**src/rtl/div_rem_seq.sv**
```systemverilog
// Multi-cycle RV32M DIV/DIVU/REM/REMU unit, radix-2 restoring shift-subtract.
// Optional DIV_EARLY_OUT_EN: divide-by-zero / signed overflow skip the CALC phase.
module div_rem_seq #(
    parameter int unsigned XLEN  = 32,
    parameter int unsigned CNT_W = 6
) (
    input  logic            clk_i,
    input  logic            rst_ni,
    input  logic            start_i,
    input  logic [1:0]      op_i,
    input  logic [XLEN-1:0] dividend_i,
    input  logic [XLEN-1:0] divisor_i,
    output logic            busy_o,
    output logic            valid_o,
    output logic [XLEN-1:0] result_o
);

    localparam logic [XLEN-1:0] MIN_NEG  = {1'b1, {(XLEN-1){1'b0}}};
    localparam logic [CNT_W-1:0] CNT_LAST = CNT_W'(XLEN-1);

    typedef enum logic [1:0] {IDLE, CALC, FIX, DONE} state_e;

    state_e            state_q, state_d;
    logic [CNT_W-1:0]  cnt_q, cnt_d;
    logic [XLEN-1:0]   rem_q, rem_d;
    logic [XLEN-1:0]   quo_q, quo_d;
    logic [XLEN-1:0]   b_q, b_d;
    logic [XLEN-1:0]   a_q, a_d;
    logic [1:0]        op_q, op_d;
    logic              neg_quo_q, neg_quo_d;
    logic              neg_rem_q, neg_rem_d;
    logic              busy_q, busy_d;
    logic              valid_q, valid_d;
    logic [XLEN-1:0]   result_q, result_d;

    logic [XLEN:0]     rem_sh;
    logic [XLEN:0]     trial;
    logic [XLEN-1:0]   a_abs, b_abs;
    logic [XLEN-1:0]   quo_fix, rem_fix;
    logic              sgn_op, div_zero, ovf;

    always_comb begin
        state_d   = state_q;
        cnt_d     = cnt_q;
        rem_d     = rem_q;
        quo_d     = quo_q;
        b_d       = b_q;
        a_d       = a_q;
        op_d      = op_q;
        neg_quo_d = neg_quo_q;
        neg_rem_d = neg_rem_q;
        result_d  = result_q;

        sgn_op = !op_i[0];
        a_abs  = (sgn_op && dividend_i[XLEN-1]) ? -dividend_i : dividend_i;
        b_abs  = (sgn_op && divisor_i[XLEN-1])  ? -divisor_i  : divisor_i;

        rem_sh = {rem_q, quo_q[XLEN-1]};
        trial  = rem_sh - {1'b0, b_q};

        // Sign correction, then special cases override the datapath.
        div_zero = (b_q == '0);
        ovf      = !op_q[0] && (a_q == MIN_NEG) && (b_q == XLEN'(1)) && (neg_quo_q ^ neg_rem_q);
        quo_fix  = neg_quo_q ? -quo_q : quo_q;
        rem_fix  = neg_rem_q ? -rem_q : rem_q;
        if (div_zero) begin
            quo_fix = '1;
            rem_fix = a_q;
        end else if (ovf) begin
            quo_fix = MIN_NEG;
            rem_fix = '0;
        end

        unique case (state_q)
            IDLE: begin
                if (start_i && !busy_q) begin
                    op_d      = op_i;
                    a_d       = dividend_i;
                    b_d       = b_abs;
                    quo_d     = a_abs;
                    rem_d     = '0;
                    cnt_d     = '0;
                    neg_quo_d = sgn_op && (dividend_i[XLEN-1] ^ divisor_i[XLEN-1]);
                    neg_rem_d = sgn_op && dividend_i[XLEN-1];
                    state_d   = CALC;
`ifdef DIV_EARLY_OUT_EN
                    if ((divisor_i == '0) ||
                        (sgn_op && (dividend_i == MIN_NEG) && (divisor_i == '1))) begin
                        state_d = FIX;
                    end
`endif
                end
            end
            CALC: begin
                quo_d = {quo_q[XLEN-2:0], !trial[XLEN]};
                rem_d = trial[XLEN] ? rem_sh[XLEN-1:0] : trial[XLEN-1:0];
                cnt_d = cnt_q + CNT_W'(1);
                if (cnt_q == CNT_LAST) begin
                    state_d = FIX;
                end
            end
            FIX: begin
                result_d = op_q[1] ? rem_fix : quo_fix;
                state_d  = DONE;
            end
            DONE: begin
                state_d = IDLE;
            end
            default: state_d = IDLE;
        endcase

        // valid_o trails DONE by one edge; busy_o covers that pulse.
        valid_d = (state_q == DONE);
        busy_d  = (state_d != IDLE) || (state_q == DONE);
    end

    always_ff @(posedge clk_i or negedge rst_ni) begin
        if (!rst_ni) begin
            state_q   <= IDLE;
            cnt_q     <= '0;
            rem_q     <= '0;
            quo_q     <= '0;
            b_q       <= '0;
            a_q       <= '0;
            op_q      <= '0;
            neg_quo_q <= 1'b0;
            neg_rem_q <= 1'b0;
            busy_q    <= 1'b0;
            valid_q   <= 1'b0;
            result_q  <= '0;
        end else begin
            state_q   <= state_d;
            cnt_q     <= cnt_d;
            rem_q     <= rem_d;
            quo_q     <= quo_d;
            b_q       <= b_d;
            a_q       <= a_d;
            op_q      <= op_d;
            neg_quo_q <= neg_quo_d;
            neg_rem_q <= neg_rem_d;
            busy_q    <= busy_d;
            valid_q   <= valid_d;
            result_q  <= result_d;
        end
    end

    assign busy_o   = busy_q;
    assign valid_o  = valid_q;
    assign result_o = result_q;

endmodule

```
**config.mk**
```make
export PLATFORM = sky130hd
export DESIGN_NAME = div_rem_seq
export DESIGN_NICKNAME = d
export VERILOG_FILES = /design/src/rtl/div_rem_seq.sv
export SDC_FILE = /design/constraint.sdc
export NUM_CORES = 1
export LEC_CHECK = 0
export CORE_ASPECT_RATIO = 0.6
export CORE_UTILIZATION = 40
export DETAILED_ROUTE_END_ITERATION = 10
export PLACE_DENSITY = 0.63
export SLEW_MARGIN = 5
export SYNTH_ARGS = -nofsm -noshare
export SYNTH_HDL_FRONTEND = slang
export SYNTH_SLANG_ARGS = --single-unit
```
**constraint.sdc**
```tcl
create_clock -name clk_i -period 4.03 [get_ports clk_i]
set_clock_uncertainty 0.05 [all_clocks]
set_input_delay 0.806 -clock clk_i [delete_from_list [all_inputs] [get_ports clk_i]]
set_output_delay 0.806 -clock clk_i [all_outputs]
set_load 0.005 [all_outputs]
```
==> out/qor.csv, run 1 <==
metric,value,unit
status,completed,
yosys_warnings,0,
worst_slack,242,ps
initial_core_util,0.411,
synth-async-reset-ratio,1.00,
drt-wirelength-per-cell,18.5,um
syn_avg_cell_area,8.29,um^2
rrSetupSlack,240,ps
vias,10900,
p_clk_frac,0.179,
gp_congestion,0.894,
crit_start,b_q[0],
setup_viol,0,
cts_sinks,174,
worst_ep_arrival_time,4120,ps
die_h,136,um
synthCells,1442,
post-route-util,0.485,
ys_seq_elements,174,
ir_drop,0.525,mV
drv_cap,0,
final_nets,1615,
die-area,30600,um^2
period_needed,3790,ps
holdWs,267,ps
intPower,6.22,mW
layout_commonest_cell,nand2_1,
drive_gt1_frac,0.0605,
path_cells,ha_1 > fa_1 > nand2b_1 > a21oi_2 > o221ai_2 > o21ai_1 > a41oi_2 > o31ai_4 > a31oi_4 > xnor2_4 > buf_12 > mux2_1 > o21ai_1,
switchingPower,4.64,mW
ys_types,70,
dpl-instance-area,13400,um^2
n_fill_cell,2839,
relSlewSlack,0.399,
route.detailed.drc,0,
finalSetupTns,0,ps
hold_viol,0,
synth.largest_area_cell,dfrtp_1,
drtPass1Iterations,5,
cp-end-kind,flip-flop,
clk_pin_slew,70,ps
p_per_area,770,nW/um^2
p_comb_frac,0.515,
grt_pass1_vias,10200,
wirelength,35500,um
start_kind,flip-flop,
layout_common_cells,"nand2_1 (231), dfrtp_1 (174), o21ai_0 (128)",
total_power,10.9,mW
crit_path_max_fanout,28,
die_x,225,um
swShare,0.427,
dp_cells,1889,
cts_tree,built,
clockBufferDepth,2,
reg2reg_from,b_q[0],
synth_edf_count,0,
design_area,14100,um^2
seq_area_frac_synth,0.364,
antenna_found_initial,0,
htreeDepth,4,
ctsRootBufferMaster,clkbuf_16,
pwr-share-seq,0.306,
yosys-top-cells-area,"dfrtp_1 (36%), nand2_1 (7.3%), xnor2_1 (6.5%), o21ai_0 (5.4%), xor2_1 (4.3%)",
drtAntennaViolNets,0,
pre_cts_ws,243,ps
tightest_slew,901,ps
design.core.area,29100,um^2
period_share,0.940,
synth.net_count,1549,
hold_path_class,primary input to asynchronous set/reset pin,
final_cells,1921,
grt_max_degree,66,
first_iter_violations,980,
criticalPathCategory,flip-flop to flip-flop,
critPathTopFamily,compound AO/OA/AOI/OAI gates,
gr-total-overflow,0,
crit_path_frequent_cell,o21ai_1,
ios,103,
cp_slowest_cell,dfrtp_1,
io_buffers,102,
num_antenna_cells,0,
max_freq,0.264,GHz
netlist.area_leader.share,0.364,
cts_buffers,17,
insertion_delay,460,ps
ys.flop_type,dfrtp_1,
slew_viol_final,0,
gr-usage-all-layers,0.240,
row_count,48,
dpl.hpwl,26500,um
avgViaCountPerCell,5.66,
required,4360,ps
power_leakage,5.90,nW
rsz0062_at_grt,no,
cp.buffers_inverters,1,
grt_pass1_wl,56800,um
crit_path_max_incr_delay,430,ps
syn_to_final_growth,18.0,%
synth_area,12000,um^2
[power groups by stage]
stage	Clock (mW)	Sequential, mW	Combinational, mW
after floorplan	0	2.99	4.28
after global placement	0	3.32	5.44
after detailed placement	0	3.33	5.53
after CTS	1.96	3.31	5.57
after global routing	2.04	3.41	6.22
final	1.94	3.32	5.60
[worst paths after layout]
check | to | depth (start not counted)
min in group clk_i | result_o[8] | 1
hold / removal | a_q[19] | 1
max in group asynchronous | b_q[29] | 2
hold reg to reg | result_o[8] | 1
setup reg to reg | rem_q[1] | 13
setup / recovery | rem_q[1] | 13
[logic make-up (layout without fill, tap and decap cells)]
| family | count (synthesis) | after routing | synth area share |
|---|---|---|---|
| adders and majority gates | 38 | 38 | 0.0404 |
| xor gates and xnor gates | 148 | 148 | 0.110 |
| and+or+nand+nor | 485 | 485 | 0.191 |
| DFF | 174 | 174 | 0.364 |
| AOI/OAI and AO/OA | 423 | 423 | 0.220 |
| muxes | 33 | 33 | 0.0277 |
| buffers and inverters | 141 | 220 | 0.0467 |
[cells in the mapped netlist, drive strengths merged, types with 7 or more instances]
cell type,number
a21o,17
a21oi,89
a221oi,17
a22oi,35
and2,7
buf,10
clkbuf,75
dfrtp,174
ha,37
inv,56
mux2i,32
nand2,231
nand2b,19
nand3,45
nand4,15
nor2,74
nor2b,7
nor3,21
nor4,30
o21ai,181
o31ai,26
o41ai,8
or3,17
or4,8
xnor2,90
xor2,58
[per-layer routing]
| metal | track usage | routed length [um] |
|---|---|---|
| met1 | 0.371 | 17800 |
| met2 | 0.330 | 14500 |
| met3 | 0.0568 | 2700 |
| met4 | 0.0582 | 467 |
| met5 | 0 | 0 |
[what timing repair did]
action / CTS / global route
setup endpoints to repair: 0 / 1
buffers inserted: 0 / 0
gates resized for setup: 0 / 1
hold buffers: 0 / 0
[flip-flops by register name, indices dropped and copies added, names as in the netlist]
signal / flops
op_q: 2
neg_quo_q: 1
state_q: 2
busy_o: 1
a_q: 32
rem_q: 32
result_o: 32
quo_q: 32
cnt_q: 6
b_q: 32
valid_o: 1
neg_rem_q: 1
[area by class of cell]
cell class	count	area, um^2	area share
Clock buffer	19	443	0.0314
Inverter	56	210	0.0149
Timing Repair Buffer	132	1280	0.0911
Sequential cell	174	4350	0.309
Tap cell	400	500	0.0355
Multi-Input combinational cell	1127	7080	0.502
Clock inverter	13	233	0.0165
No activity file was read; power rests on OpenSTA's default activity.
==> inputs of run 2 (changes only) <==
Settings changed: ABC_AREA from default to 1, PLACE_DENSITY 0.63 to 0.62.
==> out/qor.csv, run 2 <==
metric,value,unit,change
clockBufferDepth,2,,unchanged
die-area,36900,um^2,+21%
ys.flop_type,dfrtp_1,,
dpl.hpwl,45500,um,+72%
rrSetupSlack,1090,ps,+850 ps
post_cts_buffers,0,,unchanged
criticalPathCategory,flip-flop to flip-flop,,
crit_path_max_fanout,5,,-82%
ff2ff_path_depth,14,,+1
cts_tree,built,,
route.detailed.drc,6,,+6
vias,15800,,+45%
synth.largest_area_cell,dfrtp_1,,
layout_commonest_cell,nand2_1,,
synthCells,2355,,+63%
slew_viol_final,0,,unchanged
io_buffers,102,,unchanged
first_iter_violations,1950,,+99%
grt_pass1_wl,86600,um,+52%
violations,DRC,,
required,4320,ps,-40 ps
initial_core_util,0.410,,-0.00131
design_area,16600,um^2,+17%
yosys_warnings,0,,unchanged
status,"complete, but fails checks",,
synth_area,14500,um^2,+21%
switchingPower,8.86,mW,+91%
power_leakage,8.53,nW,+45%
synth_commonest_cells,"nand2_1 (778), inv_1 (306), nor2_1 (259), nand3_1 (242), dfrtp_1 (174)",,
cp-end-kind,flip-flop,,
worst_slack,1090,ps,+845 ps
hold_viol,0,,unchanged
yosys-top-cells-area,"dfrtp_1 (30%), nand2_1 (20%), nand3_1 (8.4%), inv_1 (7.9%), nor2_1 (6.7%)",,
final_nets,2528,,+57%
p_per_area,958,nW/um^2,+24%
gp_congestion,0.975,,+9.0%
drv_cap,0,,unchanged
rsz0062_at_grt,no,,
pwr-share-seq,0.219,,-0.087
ys_seq_elements,174,,unchanged
grt_max_degree,110,,+67%
gr-total-overflow,0,,unchanged
synth-async-reset-ratio,1.00,,unchanged
worst_ep_arrival_time,3230,ps,-890 ps
r2r-end,rem_q[28],,
period_share,0.730,,-0.210
row_count,53,,+10%
tightest_slew,1230,ps,+331 ps
grt_pass1_vias,14300,,+40%
htreeDepth,4,,unchanged
syn_to_final_growth,14.5,%,
seq_area_frac_synth,0.301,,-0.0632
max_freq,0.340,GHz,+29%
syn_avg_cell_area,6.14,um^2,-26%
p_comb_frac,0.665,,+0.150
antenna_found_initial,0,,unchanged
relSlewSlack,0.178,,-0.221
avgViaCountPerCell,5.45,,-3.7%
swShare,0.559,,+0.132
start_kind,flip-flop,,
ir_drop,0.385,mV,-27%
design.core.area,35300,um^2,+21%
cts-resized-gates,0,,unchanged
p_clk_frac,0.116,,-0.063
layout_common_cells,"nand2_1 (777), inv_1 (305), nor2_1 (258)",,
cts_buffers,17,,unchanged
die_x,247,um,+9.9%
synth.net_count,2462,,+59%
die_h,149,um,+9.8%
ios,103,,unchanged
gr-usage-all-layers,0.317,,+0.0764
drtPass1Iterations,11,,+6
ys_types,44,,-37%
netlist.area_leader.share,0.301,,-0.0632
ctsRootBufferMaster,clkbuf_16,,
drt-wirelength-per-cell,19.5,um,+5.7%
hold_path_class,primary input to asynchronous set/reset pin,,
cts_sinks,174,,unchanged
synth_edf_count,0,,unchanged
dpl-instance-area,15900,um^2,+19%
insertion_delay,460,ps,about the same
yosysMostFrequentCell,nand2_1,,
drtAntennaViolNets,0,,unchanged
holdWs,308,ps,+40.7 ps
reg2reg_from,rem_q[8],,
hold_buffers,0,,unchanged
period_needed,2940,ps,-845 ps
clk_pin_slew,80,ps,about the same
setup_viol,0,,unchanged
finalSetupTns,0,ps,unchanged
pre_cts_ws,914,ps,+670 ps
intPower,7.00,mW,+12%
drive_gt1_frac,0.0456,,-0.0149
wirelength,56700,um,+60%
[run 2: changes by cell type in the layout (fill, tap and decap cells not counted), sizes merged, moves of 19 or more]
cell    before  now
a22oi       35    1
inv         59  325
mux2i       32    0
nand2      231  802
nand2b      19    0
nand3       45  244
nand4       15   48
nor2        74  265
nor4        30    4
o21ai      181  145
o31ai       26    5
xnor2       90   12
[run 2: kinds of logic (layout without fill, tap and decap cells)]
family | Yosys count | count (layout) | synth area share
AOI/OAI and AO/OA | 285 | 285 | 0.111
adders and majority gates | 38 | 38 | 0.0334
DFF | 174 | 174 | 0.301
other | 0 | 1 | 0
xor gates and xnor gates | 52 | 52 | 0.0315
buffers and inverters | 393 | 472 | 0.106
and+or+nand+nor | 1413 | 1413 | 0.417
[run 2: metal layers]
layer  GRT usage  wire, um  part of all wire  up-vias
li1            -         -                 -     7661
met1       0.500     28200              0.50     7330
met2       0.380     19700              0.35      784
met3       0.139      8190              0.14       39
met4      0.0537       586             0.010        0
met5           0         0                 0        -
[run 2: layout make-up]
type                            instances  area [um^2]
Clock inverter                         12          171
Tap cell                              467          584
Timing Repair Buffer                  121         1190
Antenna cell                            1         2.50
Clock buffer                           20          467
Fill cell                            3767        18700
Sequential cell                       174         4350
Inverter                              319         1200
Multi-Input combinational cell       1788         8590
[run 2: power groups by stage]
stage,clock [mW],sequential [mW],combinational (mW)
2_1_floorplan,0,3.11,7.39
3_3_place_gp,0,3.45,10.1
3_5_place_dp,0,3.45,10.2
4_1_cts,1.86,3.43,10.3
5_1_grt,1.92,3.56,11.8
6_report,1.84,3.47,10.5
[run 2: worst max-delay path by stage]
stage / from / end / slack, ps
CTS: neg_quo_q / result_o[15] / 1220
global route: neg_quo_q / result_o[30] / 870
finish: rem_q[8] / rem_q[28] / 1090
floorplan: quo_q[31] / rem_q[21] / 1790
global placement: op_i[0] / b_q[22] / 1000
detailed placement: op_i[0] / b_q[16] / 910
[run 2: per-stage QoR]
| step | util | total power, mW | cells |
|---|---|---|---|
| 6_report | 0.469 | 15.9 | 2902 |
| 5_1_grt | 0.469 | 17.3 | 2901 |
| 2_1_floorplan | - | 10.5 | 2355 |
| 3_3_place_gp | 0.451 | 13.6 | 2869 |
| 4_1_cts | 0.469 | 15.6 | 2901 |
| 3_5_place_dp | 0.451 | 13.7 | 2869 |
[run 2: worst max-delay path, cell delays in order, from the launching register on]
cell	delay, ps
dfrtp_1	480
ha_1	420
nand2_2	100
inv_2	70
nand2_1	200
nor3_1	680
nand2_1	150
nand2_1	200
nand2_1	90
nand2_1	80
nand2_1	50
nand2_1	80
nand2_2	50
nand3_1	70
nand2_1	50
==> inputs of run 3 (changes only) <==
Settings changed: PLACE_DENSITY 0.62 to 0.64.
Clock period 4.03 ns to 2.7 ns, I/O delays scaled along.
==> out/qor.csv, run 3 (synthesis results as in run 2) <==
metric,value,unit,change
status,"complete, but fails checks",,
violations,DRC,,
vias,16300,,+3.0%
grt_pass1_vias,14300,,+0.53%
power_leakage,8.90,nW,+4.3%
layout_common_cells,"nand2_1 (777), inv_1 (302), nor2_1 (258)",,
clk_pin_slew,80,ps,about the same
drt-wirelength-per-cell,20.4,um,+4.4%
cts_tree,built,,
setup_viol,0,,unchanged
p_clk_frac,0.102,,-0.014
tightest_slew,706,ps,-526 ps
ios,103,,unchanged
min_path_cells,2,,
hold_viol,0,,unchanged
first_iter_violations,2014,,+3.3%
start_kind,flip-flop,,
period_needed,2600,ps,-346 ps
max_freq,0.385,GHz,+13%
swShare,0.560,,+0.00164
insertion_delay,460,ps,about the same
cts_buffers,17,,unchanged
switchingPower,14.2,mW,+60%
drtPass1Iterations,11,,unchanged
gr-total-overflow,0,,unchanged
period_share,0.962,,+0.231
dpl-instance-area,16500,um^2,+3.8%
initial_core_util,0.410,,unchanged
cp_slowest_cell,ha_1,,
dpl.hpwl,49600,um,+9.0%
clockBufferDepth,2,,unchanged
criticalPathCategory,flip-flop to flip-flop,,
die_h,149,um,unchanged
design.core.area,35300,um^2,unchanged
gp_congestion,1.03,,+5.4%
htreeDepth,4,,unchanged
cp-end-kind,flip-flop,,
path_cells,inv_1 > ha_1 > nand2_2 > buf_4 > nor2_1 > nand2_1 > nor2_2 > nand2_4 > nand3_4 > buf_4 > nand3_1 > nand3_1 > nand2_1,,
finalSetupTns,0,ps,unchanged
final_nets,2605,,+3.0%
num_antenna_cells,0,,-1
total_power,25.3,mW,+59%
antenna_found_initial,1,,+1
intPower,11.1,mW,+59%
post_cts_buffers,0,,unchanged
ctsRootBufferMaster,clkbuf_16,,
crit_path_max_fanout,9,,+4
gr-usage-all-layers,0.334,,+0.0171
pwr-share-seq,0.206,,-0.013
drive_gt1_frac,0.0769,,+0.0313
io_buffers,102,,unchanged
drv_cap,0,,unchanged
ff2ff_path_depth,13,,-1
grt_max_degree,110,,unchanged
slew_viol_final,0,,unchanged
syn_to_final_growth,18.8,%,
die-area,36900,um^2,unchanged
required,2990,ps,-1330 ps
grt_pass1_wl,90400,um,+4.5%
wirelength,60800,um,+7.1%
drtAntennaViolNets,0,,unchanged
pre_cts_ws,-32.7,ps,-946 ps
critical_path_depth,13,,-1
p_per_area,1470,nW/um^2,+54%
route.detailed.drc,3,,-3
p_comb_frac,0.692,,+0.027
worst_slack,104,ps,-984 ps
design_area,17200,um^2,+3.7%
relSlewSlack,0.528,,+0.350
row_count,53,,unchanged
layout_commonest_cell,nand2_1,,
ir_drop,0.667,mV,+73%
worst_ep_arrival_time,2890,ps,-340 ps
hold_path_class,flip-flop to flip-flop,,
cp.buffers_inverters,3,,+2
die_x,247,um,unchanged
cts_sinks,174,,unchanged
dp_cells,2944,,+2.6%
critPathTopFamily,simple AND/OR/NAND/NOR gates,,
final_cells,2978,,+2.6%
avgViaCountPerCell,5.47,,+0.36%
crit_path_max_incr_delay,430,ps,-250 ps
[run 3: cell count changes in the layout (fill, tap and decap cells not counted), moves of 2 or more]
cell and delta:
buf_4 +71, nand3_2 +4, clkbuf_1 +3, clkinv_4 +3, buf_12 +3, inv_6 -3
inv_2 +3, nand2_8 +2, nand3_1 -4, clkbuf_8 -3, inv_1 -3
[run 3: layer usage]
metal | wire [um] | part of all wire | GRT usage
met1 | 30900 | 0.51 | 0.554
met2 | 20500 | 0.34 | 0.376
met3 | 8900 | 0.15 | 0.141
met4 | 427 | 0.0070 | 0.0479
met5 | 13 | 0.00021 | 0
[run 3: what timing repair did]
| item | CTS | global route |
|---|---|---|
| hold endpoints to repair | 40 | 0 |
| resized for setup | 0 | 12 |
| endpoints found under the setup margin | 0 | 33 |
| hold buffers | 1 | 0 |
[run 3: tightest hold or removal path, stage by stage, from the launching register on]
cell     delay, ps
dfrtp_1        350
nand2_1         50
nand2_1         50
[run 3: final timing paths]
kind                              start      endpoint  slack [ps]
min reg2reg                result_o[22]  result_o[22]         430
max                             b_q[18]     rem_q[10]         100
max reg2reg                     b_q[18]     rem_q[10]         100
min                        result_o[22]  result_o[22]         430
min in group asynchronous        rst_ni     rem_q[18]         540
max in group asynchronous        rst_ni       b_q[17]        1320
[run 3: through the flow]
step                      hold WS (ps)   util
after detailed placement           421  0.468
after global placement             416  0.468
final                              434  0.487
after CTS                          438  0.485
after floorplan                    194      -
after global routing               454  0.487
[run 3: area by class of cell]
| type | count | area, um^2 |
|---|---|---|
| sequential | 174 | 4350 |
| tap | 467 | 584 |
| fill | 3696 | 18100 |
| inverter | 319 | 1200 |
| timing repair buffer | 197 | 1800 |
| multi-input combinational | 1789 | 8640 |
| clock inverter | 12 | 158 |
| clock buffer | 20 | 437 |
[run 3: power groups by stage]
stage	Sequential (mW)	Clock (mW)	Combinational [mW]
after floorplan	4.64	0	11.0
after CTS	5.10	2.60	16.7
final	5.20	2.59	17.5
after global routing	5.28	2.71	19.3
after global placement	5.15	0	16.6
after detailed placement	5.14	0	16.7
